--- src/rtl/par_i_ser_o_if.sv ---
// Bundle for the parallel-in/serial-out transmitter: the request side drives the word
// and the start strobe; the transmitter drives the serial line and the status flags.
interface par_i_ser_o_if #(
  parameter int DATA_W = 8
);
  // Handshake: i_start is a level request, taken on any rising edge where o_busy is low.
  // i_data is sampled on that edge only. o_busy stays high from the accepting edge until
  // the o_done cycle; o_done pulses for one cycle with o_busy low, so a request held high
  // in that cycle starts the next frame with no extra gap.
  logic [DATA_W-1:0] i_data;
  logic              i_start;
  logic              o_serial;
  logic              o_busy;
  logic              o_done;

  modport master (
    output i_data,
    output i_start,
    input  o_serial,
    input  o_busy,
    input  o_done
  );

  modport slave (
    input  i_data,
    input  i_start,
    output o_serial,
    output o_busy,
    output o_done
  );
endinterface

--- src/rtl/par_i_ser_o.sv ---
// Parallel-in, serial-out frame transmitter: start(1), data MSB first, stop(0).
// Optional even-parity bit before the stop bit when PAR_I_SER_O_PARITY_EN is defined.
module par_i_ser_o #(
  parameter int CLKS_PER_BIT = 4,
  parameter int DATA_W       = 8
) (
  input  logic              i_clk,
  input  logic              i_reset,
  par_i_ser_o_if.slave      bus,
  output logic [2:0]        state_dbg
);

  localparam int             IDX_W   = (DATA_W > 1) ? $clog2(DATA_W) : 1;
  localparam logic [7:0]     CNT_MAX = 8'(CLKS_PER_BIT - 1);
  localparam logic [IDX_W-1:0] IDX_LAST = IDX_W'(DATA_W - 1);
  localparam logic [IDX_W-1:0] IDX_ONE  = IDX_W'(1);

  typedef enum logic [2:0] {
    IDLE   = 3'd0,
    START  = 3'd1,
    DATA   = 3'd2,
`ifdef PAR_I_SER_O_PARITY_EN
    PARITY = 3'd3,
`endif
    STOP   = 3'd4
  } state_t;

  state_t              state_q, state_d;
  logic [7:0]          cnt_q, cnt_d;
  logic [IDX_W-1:0]    idx_q, idx_d;
  logic [DATA_W-1:0]   shreg_q, shreg_d;
  logic [DATA_W-1:0]   shifted;
  logic                serial_q, serial_d;
  logic                busy_q, busy_d;
  logic                done_q, done_d;
  logic                bit_end;
`ifdef PAR_I_SER_O_PARITY_EN
  logic                parity_q, parity_d;
`endif

  assign bit_end = (cnt_q == CNT_MAX);
  assign shifted = shreg_q << 1;

  // Outputs are registered, so each branch loads the line value of the state being entered.
  always_comb begin
    state_d  = state_q;
    cnt_d    = cnt_q;
    idx_d    = idx_q;
    shreg_d  = shreg_q;
    serial_d = serial_q;
    busy_d   = busy_q;
    done_d   = 1'b0;
`ifdef PAR_I_SER_O_PARITY_EN
    parity_d = parity_q;
`endif
    case (state_q)
      IDLE: begin
        if (bus.i_start) begin
          state_d  = START;
          shreg_d  = bus.i_data;
          cnt_d    = '0;
          idx_d    = '0;
          serial_d = 1'b1;
          busy_d   = 1'b1;
`ifdef PAR_I_SER_O_PARITY_EN
          parity_d = ^bus.i_data;
`endif
        end
      end
      START: begin
        if (bit_end) begin
          state_d  = DATA;
          cnt_d    = '0;
          serial_d = shreg_q[DATA_W-1];
        end else begin
          cnt_d = cnt_q + 8'd1;
        end
      end
      DATA: begin
        if (bit_end) begin
          cnt_d = '0;
          if (idx_q == IDX_LAST) begin
`ifdef PAR_I_SER_O_PARITY_EN
            state_d  = PARITY;
            serial_d = parity_q;
`else
            state_d  = STOP;
            serial_d = 1'b0;
`endif
          end else begin
            idx_d    = idx_q + IDX_ONE;
            shreg_d  = shifted;
            serial_d = shifted[DATA_W-1];
          end
        end else begin
          cnt_d = cnt_q + 8'd1;
        end
      end
`ifdef PAR_I_SER_O_PARITY_EN
      PARITY: begin
        if (bit_end) begin
          state_d  = STOP;
          cnt_d    = '0;
          serial_d = 1'b0;
        end else begin
          cnt_d = cnt_q + 8'd1;
        end
      end
`endif
      STOP: begin
        if (bit_end) begin
          state_d  = IDLE;
          cnt_d    = '0;
          idx_d    = '0;
          serial_d = 1'b0;
          busy_d   = 1'b0;
          done_d   = 1'b1;
        end else begin
          cnt_d = cnt_q + 8'd1;
        end
      end
      default: begin
        state_d  = IDLE;
        serial_d = 1'b0;
        busy_d   = 1'b0;
      end
    endcase
  end

  always_ff @(posedge i_clk) begin
    if (i_reset) begin
      state_q  <= IDLE;
      cnt_q    <= '0;
      idx_q    <= '0;
      shreg_q  <= '0;
      serial_q <= 1'b0;
      busy_q   <= 1'b0;
      done_q   <= 1'b0;
`ifdef PAR_I_SER_O_PARITY_EN
      parity_q <= 1'b0;
`endif
    end else begin
      state_q  <= state_d;
      cnt_q    <= cnt_d;
      idx_q    <= idx_d;
      shreg_q  <= shreg_d;
      serial_q <= serial_d;
      busy_q   <= busy_d;
      done_q   <= done_d;
`ifdef PAR_I_SER_O_PARITY_EN
      parity_q <= parity_d;
`endif
    end
  end

  assign bus.o_serial = serial_q;
  assign bus.o_busy   = busy_q;
  assign bus.o_done   = done_q;
  assign state_dbg    = state_q;

endmodule

--- src/flat_wrapper.sv ---
// flat-port wrapper written by rule: the top's interface ports become plain ports
module par_i_ser_o_flat 
#(
  parameter int CLKS_PER_BIT = 4,
  parameter int DATA_W       = 8
)
  (i_clk, i_reset, state_dbg, bus_i_data, bus_i_start, bus_o_serial, bus_o_busy, bus_o_done);
  par_i_ser_o_if #(.DATA_W(DATA_W)) bus_i ();
  input  logic i_clk;
  input  logic i_reset;
  output logic [2:0] state_dbg;
  input wire logic [$bits(bus_i.i_data)-1:0] bus_i_data;
  input wire logic [$bits(bus_i.i_start)-1:0] bus_i_start;
  output wire logic [$bits(bus_i.o_serial)-1:0] bus_o_serial;
  output wire logic [$bits(bus_i.o_busy)-1:0] bus_o_busy;
  output wire logic [$bits(bus_i.o_done)-1:0] bus_o_done;
  assign bus_i.i_data = bus_i_data;
  assign bus_i.i_start = bus_i_start;
  assign bus_o_serial = bus_i.o_serial;
  assign bus_o_busy = bus_i.o_busy;
  assign bus_o_done = bus_i.o_done;
  par_i_ser_o #(.CLKS_PER_BIT(CLKS_PER_BIT), .DATA_W(DATA_W)) u_core (.i_clk(i_clk), .i_reset(i_reset), .bus(bus_i), .state_dbg(state_dbg));
endmodule
--- config.mk ---
export PLATFORM = sky130hd
export DESIGN_NAME = par_i_ser_o_flat
export DESIGN_NICKNAME = d
export VERILOG_FILES = /design/src/rtl/par_i_ser_o_if.sv /design/src/rtl/par_i_ser_o.sv /design/src/flat_wrapper.sv
export SDC_FILE = /design/constraint.sdc
export NUM_CORES = 1
export LEC_CHECK = 0
export CAP_MARGIN = 5
export CORE_MARGIN = 2
export CORE_UTILIZATION = 58
export CTS_CLUSTER_DIAMETER = 60
export CTS_CLUSTER_SIZE = 30
export DETAILED_ROUTE_END_ITERATION = 7
export MAX_ROUTING_LAYER = met4
export PLACE_DENSITY = 0.93
export REMOVE_ABC_BUFFERS = 1
export SETUP_SLACK_MARGIN = 0.1
export SYNTH_ARGS = -nofsm -noshare
export SYNTH_HDL_FRONTEND = slang
export SYNTH_SLANG_ARGS = --single-unit
--- constraint.sdc ---
create_clock -name i_clk -period 6.4 [get_ports i_clk]
set_clock_uncertainty 0.2 [all_clocks]
set_input_delay 1.92 -clock i_clk [delete_from_list [all_inputs] [get_ports i_clk]]
set_output_delay 1.92 -clock i_clk [all_outputs]
set_load 0.02 [all_outputs]
== Word-level counts from Yosys, hierarchy flattened ==
Cells that the tools add are included.

* Flip-flop bits (word level): 25
* Bits in latches: 0
* Memory bits (writable): 0
* ROM bits: 0
* Input bits: 11
* Output and inout port bits: 6
* Logic and storage cells: 60
* Memories: 0

* Add/sub/neg operators: 2
* Multiply operators: 0
* Divide/modulo/power cells: 0
* Magnitude comparators: 0
* Equal/unequal tests: 11
* Shift-type cells: 0
* Multiplexer cells: 25
* Bitwise logic cells: 2
* Reduce and logical (&&, ||, !) cells: 13

{| class="wikitable"
|+ Operators by type and width
! operator !! number
|-
| 2-to-1 mux 8 bit || 5
|-
| case mux 8 bit (2 select lines) || 2
|-
| 2-to-1 mux 3 bit || 8
|-
| case mux 3 bit (4 select lines) || 1
|-
| AND reduction 5 bit || 2
|-
| case mux 3 bit (3 select lines) || 1
|-
| adder 8 x 1 -> 8 bit, second input constant || 1
|-
| == test 8 x 2 -> 1 bit, second input constant || 1
|-
| inequality test 2 x 1 -> 1 bit, second input constant || 4
|-
| AND reduction 4 bit || 2
|-
| == test 3 bit, second input constant || 2
|-
| 2-to-1 mux 1 bit || 6
|-
| inequality test 2 bit, second input constant || 2
|-
| case mux 1 bit (4 select lines) || 1
|-
| nonzero test 2 bit || 2
|-
| OR reduction 2 bit || 2
|-
| adder 3 x 1 -> 3 bit, second input constant || 1
|-
| == test 3 x 1 -> 1 bit, second input constant || 1
|-
| == test 3 x 2 -> 1 bit, second input constant || 1
|-
| logical NOT 3 bit || 1
|-
| case mux 1 bit (3 select lines) || 1
|-
| AND reduction 3 bit || 1
|-
| nonzero test 3 bit || 1
|-
| OR reduction 3 bit || 1
|-
| other kinds (2) || 3
|}

== Logic depth before layout (Yosys ltp) ==
Gate-level depths: netlist (run 1).

* Depth after elaboration: 4
* Depth in mapped cells: 7
* Gate-level depth less buffers: 6

== Least setup slack after synthesis (run 1) ==
Ideal clock, no wire load.

* Path kind: in2reg
* Start point: input bus_i_start
* End point: register u_core.cnt_q[6]
* Library setup time: 70 ps
* Data arrival time: 2,851 ps
* Required time: 6,130 ps
* Path slack: 3,279 ps
* Cell stages on the path: 4
* Buffers on the path: 0
* Cells stage by stage: nor4_2 -> or2_1 -> or4_1 -> a21oi_1

* Longest elaborated chain between the ends: 2

{| class="wikitable"
|+ RTL lines
! item !! RTL line !! RTL
|-
| start: declaration || flat_wrapper.sv:13 || <nowiki>input wire logic [$bits(bus_i.i_start)-1:0] bus_i_start;</nowiki>
|-
| inequality test 2 bit (no line) || n/a ||
|-
| AND reduction 2 bit (no line) || n/a ||
|-
| end signal: assignment || par_i_ser_o.sv:144 || <nowiki>cnt_q <= cnt_d;</nowiki>
|-
| end: declaration || par_i_ser_o.sv:29 || <nowiki>logic [7:0] cnt_q, cnt_d;</nowiki>
|}

Every way passes these cells.
A chain may end at the register's enable or synchronous reset.

== Final worst setup path (run 1) ==
* Start point: register u_core.state_q[1], in the netlist u_core.state_dbg[1]
* End point: output state_dbg[1]

{| class="wikitable"
|+ RTL lines
! item !! RTL line !! RTL
|-
| start: declaration || par_i_ser_o.sv:28 || <nowiki>state_t state_q, state_d;</nowiki>
|-
| start signal: assignment || par_i_ser_o.sv:143 || <nowiki>state_q <= state_d;</nowiki>
|-
| end: declaration || flat_wrapper.sv:11 || <nowiki>output logic [2:0] state_dbg;</nowiki>
|}

No word-level cell between the ends.

==> impl_metrics.toml, run 1 <==
[critical_path]
crit_arrival_ps = 2030
crit_chain = "clkdlybuf4s50_1"
critPathBufInv = 1
critPathKind = "reg -> out"
startpoint_type = "flop"
end_kind = "output port"
slowest_delay_ps = 960
path_delay_family = "flip-flops"
crit_fanout = 24
crit_slowest_cell = "dfxtp_1"
required_ps = 4280

[global_route]
antenna_found_initial = 0
grt_usage_pct = 23.4
grt_overflow = 0
grt_pass1_vias = 1082
grt_pass1_wl_mm = 4.70
grt_max_degree = 25

[clock_tree]
cts_setup_buffers = 0
cts.repair.resized = 0
clock_latency_ps = 310
cts_buffer_depth = 2
hold_buffers = 0
clock-sinks = 25
cts_buffers = 3
htree_levels = 1
root_buffer = "clkbuf_4"
cts_tree = "yes"
clk_pin_slew_worst_paths_ps = 130

[placed_design]
dp_cells = 182
dp_worst_setup_slack_ps = 2550
globalplace.congestion = 0.816
post-dp-hpwl_mm = 1.94
io_buffers = 16

[run]
max_cap_violations = 0

[drt]
first_iter_violations = 18
first_pass_iters = 4
vias = 1167
vias_per_cell = 6.27
post_drt_wl_per_cell_um = 14.6
route.detailed.drc = 0
postRouteAntennaNets = 0
drt_wl_total_mm = 2.71

[power]
powerDensity_mw_per_mm2 = 184
power.leakage_uw = 0.000501
ir_drop_mv = 0.145

[floorplanning]
die_width_um = 51.8
fp.dieH_um = 51.8
std_cell_rows = 17
die-area_mm2 = 0.00268
core_mm2 = 0.00219
initial_core_util_pct = 60.5
ioPinCount = 17

[synthesis]
syn_area_per_cell_um2 = 9.01
ys_types = 43
synth_seq_cells = 25
syn_inst = 147
synth_xor_area_share_pct = 4.63
yosys.area.top_type = "dfxtp_1"
synthArstFlopShare_pct = 0
yosysSeqAreaShare_pct = 37.8
synth_ff_type = "dfxtp_1"
post-synth-top-area-fraction_pct = 37.8
yosys.area_share.simple_pct = 21.2
ys_warn_count = 0
synth_mux_area_share_pct = 5.29
synth_top_family_by_area = "compound AO/OA/AOI/OAI gates"
synth.area.top_cells = "dfxtp_1, a21oi_1, a311oi_1"
synth_most_common_cell = "dfxtp_1"
netlist_area_mm2 = 0.00133
synth_edf_count = 0
synth_fa_ha_area_share_pct = 3.68
synth_common_cells = "dfxtp_1, a21oi_1, nor2_1"
synth_compound_area_share_pct = 23.0

[sta]
fin_ws_ps = 2250
period_share_pct = 64.8
rsz0062_at_grt = "no"
hold_viol_final = 0
slew_viol_final = 0
setup_viol = 0
fin_tns_setup_ps = 0
clock.fmax_mhz = 241
worstMarginPinSlew_ps = 1020
relSlewSlack_pct = 31.5
min_period_ps = 4150

[outcome]
status = "finished clean"

[final_layout]
area_growth_syn_to_layout_pct = 13.5
nets = 173
fin_cells = 186
diodes = 0
nFillCells = 175
drive_gt1_share_pct = 3.80

[hold_path]
hold_path_class = "reg -> reg"
[routing by layer]
metal,GRT usage (%),vias up,part of all wire (%)
met3,3.16,2,5.1
met1,27.2,543,44
met2,42.1,42,50
met5,-,-,0
met4,6.58,0,0.52
li1,-,580,-
[registers in the layout (all words and copies together), names as in the netlist]
signal	cells
u_core.bus.o_busy	1
u_core.cnt_q	8
u_core.bus.o_serial	1
u_core.bus.o_done	1
u_core.state_dbg	3
u_core.shreg_q	8
u_core.idx_q	3
[logic make-up after synthesis]
| family | count (synthesis) |
|---|---|
| fa+ha+maj | 4 |
| compound gates | 45 |
| xor+xnor | 7 |
| buf+inv | 13 |
| simple gates | 46 |
| flops | 25 |
| mux | 7 |
[area by class of cell]
type                            instances  area [um^2]  share of cell area (%)
Multi-Input combinational cell        109          767                    51.0
Timing Repair Buffer                   16          160                    10.6
Clock buffer                            4         26.3                    1.75
Sequential cell                        25          500                    33.3
Tap cell                               28         35.0                    2.33
Inverter                                4         15.0                   0.998
[placed cells by master, fill, tap and decap left out, types with 3 or more instances in the layout]
cell and instances:
inv_1 4, xnor2_1 6, nand2_1 6, a21oi_1 14, a211oi_1 4, ha_1 3
mux2i_1 7, a311oi_1 8, or4_1 3, nor3_1 4, dfxtp_1 25, nor2_1 11
clkdlybuf4s50_1 16, clkbuf_4 3, nand3_1 4, o21ai_0 5, or4b_1 3
[path summary, 6_finish.rpt]
kind                                          start               to  slack [ps]  cells past startpoint
worst max-delay path            u_core.state_dbg[1]     state_dbg[1]        2250                      1
worst min-delay path                u_core.idx_q[1]  u_core.idx_q[1]         290                      2
worst max register to register  u_core.state_dbg[1]  u_core.idx_q[2]        3860                      4
worst min register to register      u_core.idx_q[1]  u_core.idx_q[1]         290                      2
[power by group]
part	switching [uW]	internal [uW]	leakage, uW	total (uW)
combinational	19.5	18.9	0.000281	38.4
clock	45.4	24.4	0.0000150	69.8
sequential	5.85	162	0.000204	168
[through the flow]
| stage | instance area [um^2] | power [uW] | hold slack (ps) | utilization [%] |
|---|---|---|---|---|
| 2_1_floorplan | 1280 | 193 | 247 | - |
| 3_3_place_gp | 1480 | 208 | 262 | 67.4 |
| 3_5_place_dp | 1480 | 210 | 278 | 67.4 |
| 4_1_cts | 1500 | 277 | 295 | 68.6 |
| 5_1_grt | 1500 | 289 | 310 | 68.6 |
| 6_report | 1500 | 276 | 290 | 68.6 |
Power figures use the tool's default switching activity.
==> run 2: changes to the inputs <==
--- a/config.mk
+++ b/config.mk
@@ -7,12 +7,12 @@
 export LEC_CHECK = 0
 export CAP_MARGIN = 5
 export CORE_MARGIN = 2
-export CORE_UTILIZATION = 58
+export CORE_UTILIZATION = 48
 export CTS_CLUSTER_DIAMETER = 60
 export CTS_CLUSTER_SIZE = 30
 export DETAILED_ROUTE_END_ITERATION = 7
 export MAX_ROUTING_LAYER = met4
-export PLACE_DENSITY = 0.93
+export PLACE_DENSITY = 0.84
 export REMOVE_ABC_BUFFERS = 1
 export SETUP_SLACK_MARGIN = 0.1
 export SYNTH_ARGS = -nofsm -noshare
==> constraint.sdc (replaced) <==
create_clock -name i_clk -period 3.4 [get_ports i_clk]
set_clock_uncertainty 0.2 [all_clocks]
set_input_delay 1.02 -clock i_clk [delete_from_list [all_inputs] [get_ports i_clk]]
set_output_delay 1.02 -clock i_clk [all_outputs]
set_load 0.02 [all_outputs]
==> run 2 against run 1 <==
Design area grew 1.7%. Die area is 19% higher. Non-clock buffer count rose by 3. Utilization down 12 points. Worst hold slack improved by 3.8 ps. Highest routed layer unchanged.
==> impl_metrics.toml, run 2 (same netlist as run 1, synthesis figures left out) <==
[critical_path]
crit_arrival_ps = 1690
critPathBufInv = 1
critPathKind = "reg -> out"
crit_slowest_cell = "clkdlybuf4s50_1"
required_ps = 2180
crit_chain = "clkdlybuf4s50_1"
slowest_delay_ps = 710
crit_fanout = 16
end_kind = "output port"
path_delay_family = "buffers and inverters"
startpoint_type = "flop"

[global_route]
antenna_found_initial = 0
grt_max_degree = 24
grt_overflow = 0
met1_usage_pct = 25.0
grtUsageMet2_pct = 30.1
grt.busiest_layer = "met2"
grt_util_met3_pct = 2.30
grt_pass1_wl_mm = 4.77
grt_usage_pct = 19.4
grt_pass1_vias = 1064

[floorplanning]
fp.dieH_um = 56.5
core_mm2 = 0.00269
ioPinCount = 17
die-area_mm2 = 0.00320
initial_core_util_pct = 49.3
std_cell_rows = 19
die_width_um = 56.5

[final_layout]
nets = 176
top_regs = "u_core.cnt_q x8, u_core.shreg_q x8"
final_core_util_pct = 57.0
area_growth_syn_to_layout_pct = 15.5
diodes = 0
layout_common_cells = "dfxtp_1, clkdlybuf4s50_1, a21oi_1"
nFillCells = 253
fin_cells = 192
drive_gt1_share_pct = 5.59
final_common_cell = "dfxtp_1"

[sta]
worstMarginPinSlew_ps = 625
rsz0062_at_grt = "no"
hold_viol_final = 0
relSlewSlack_pct = 58.0
fin_tns_setup_ps = 0
min_period_ps = 2910
clock.fmax_mhz = 343
setup_viol = 0
period_share_pct = 85.7
slew_viol_final = 0
whs_ps = 294

[placed_design]
post-dp-hpwl_mm = 2.10
dp_cells = 188
io_buffers = 16
globalplace.congestion = 0.845

[clock_tree]
clock-sinks = 25
hold_buffers = 0
cts_buffer_depth = 2
cts_buffers = 3
root_buffer = "clkbuf_4"
cts_setup_buffers = 0
clock_latency_ps = 320
cts_tree = "yes"
clk_pin_slew_worst_paths_ps = 130
htree_levels = 1
cts.repair.resized = 0

[drt]
first_pass_iters = 4
first_iter_violations = 24
post_drt_wl_per_cell_um = 14.9
route.detailed.drc = 0
drt_wl_total_mm = 2.86
vias_per_cell = 6.03
postRouteAntennaNets = 0
vias = 1158

[power]
powerDensity_mw_per_mm2 = 343
power.leakage_uw = 0.000516
ir_drop_mv = 0.339
power_uw = 525

[run]
max_cap_violations = 0

[hold_path]
hold_path_class = "reg -> reg"

[outcome]
status = "finished clean"
run 2: cell count changes in the layout (fill, tap and decap cells not counted):
cell / change
buf_4: +3
run 2: power breakdown:
group / internal [uW] / switching [uW]
Clock: 45.9 / 86.6
Combinational: 37.5 / 38.5
Sequential: 306 / 10.6
Total: 389 / 136
run 2: cell type report:
| class | instances | area [um^2] | share of cell area (%) |
|---|---|---|---|
| clock buffers | 4 | 26.3 | 1.72 |
| inverters | 4 | 15.0 | 0.981 |
| multi-input cells | 109 | 767 | 50.1 |
| flip-flops and latches | 25 | 500 | 32.7 |
| well taps | 31 | 38.8 | 2.53 |
| repair buffers | 19 | 183 | 11.9 |
run 2: worst min-delay path, delay by kind of cell, from the launching register on:
kind	cells	cell delay, ps
flops	1	340
compound gates	2	130
run 2: stage by stage:
step	area [um^2]	worst slack, ps
floorplan	1280	1010
global placement	1500	554
detailed placement	1500	480
CTS	1530	465
global route	1530	392
finish	1530	486
run 2: worst paths after layout:
path	start	endpoint	slack (ps)	depth (start not counted)
worst min register to register	u_core.idx_q[2]	u_core.idx_q[2]	290	2
worst max register to register	u_core.idx_q[0]	u_core.idx_q[1]	1040	6
worst max-delay path	u_core.state_dbg[2]	state_dbg[2]	490	1
worst min-delay path	u_core.idx_q[2]	u_core.idx_q[2]	290	2
run 2: metal layers:
metal / vias up / share of wire (%) / wire length (um)
met2: 27 / 49 / 1410
met1: 538 / 44 / 1270
met4: 0 / 2.3 / 65
met3: 7 / 3.9 / 112
li1: 586 / - / -
met5: - / 0 / 0
==> run 3: changes to the inputs <==
--- a/config.mk
+++ b/config.mk
@@ -15,6 +15,7 @@
 export PLACE_DENSITY = 0.84
 export REMOVE_ABC_BUFFERS = 1
 export SETUP_SLACK_MARGIN = 0.1
+export SKIP_LAST_GASP = 1
 export SYNTH_ARGS = -nofsm -noshare
 export SYNTH_HDL_FRONTEND = slang
 export SYNTH_SLANG_ARGS = --single-unit
==> results of run 3 <==
The final DEF is identical to that of run 2; final timing and power are the same.
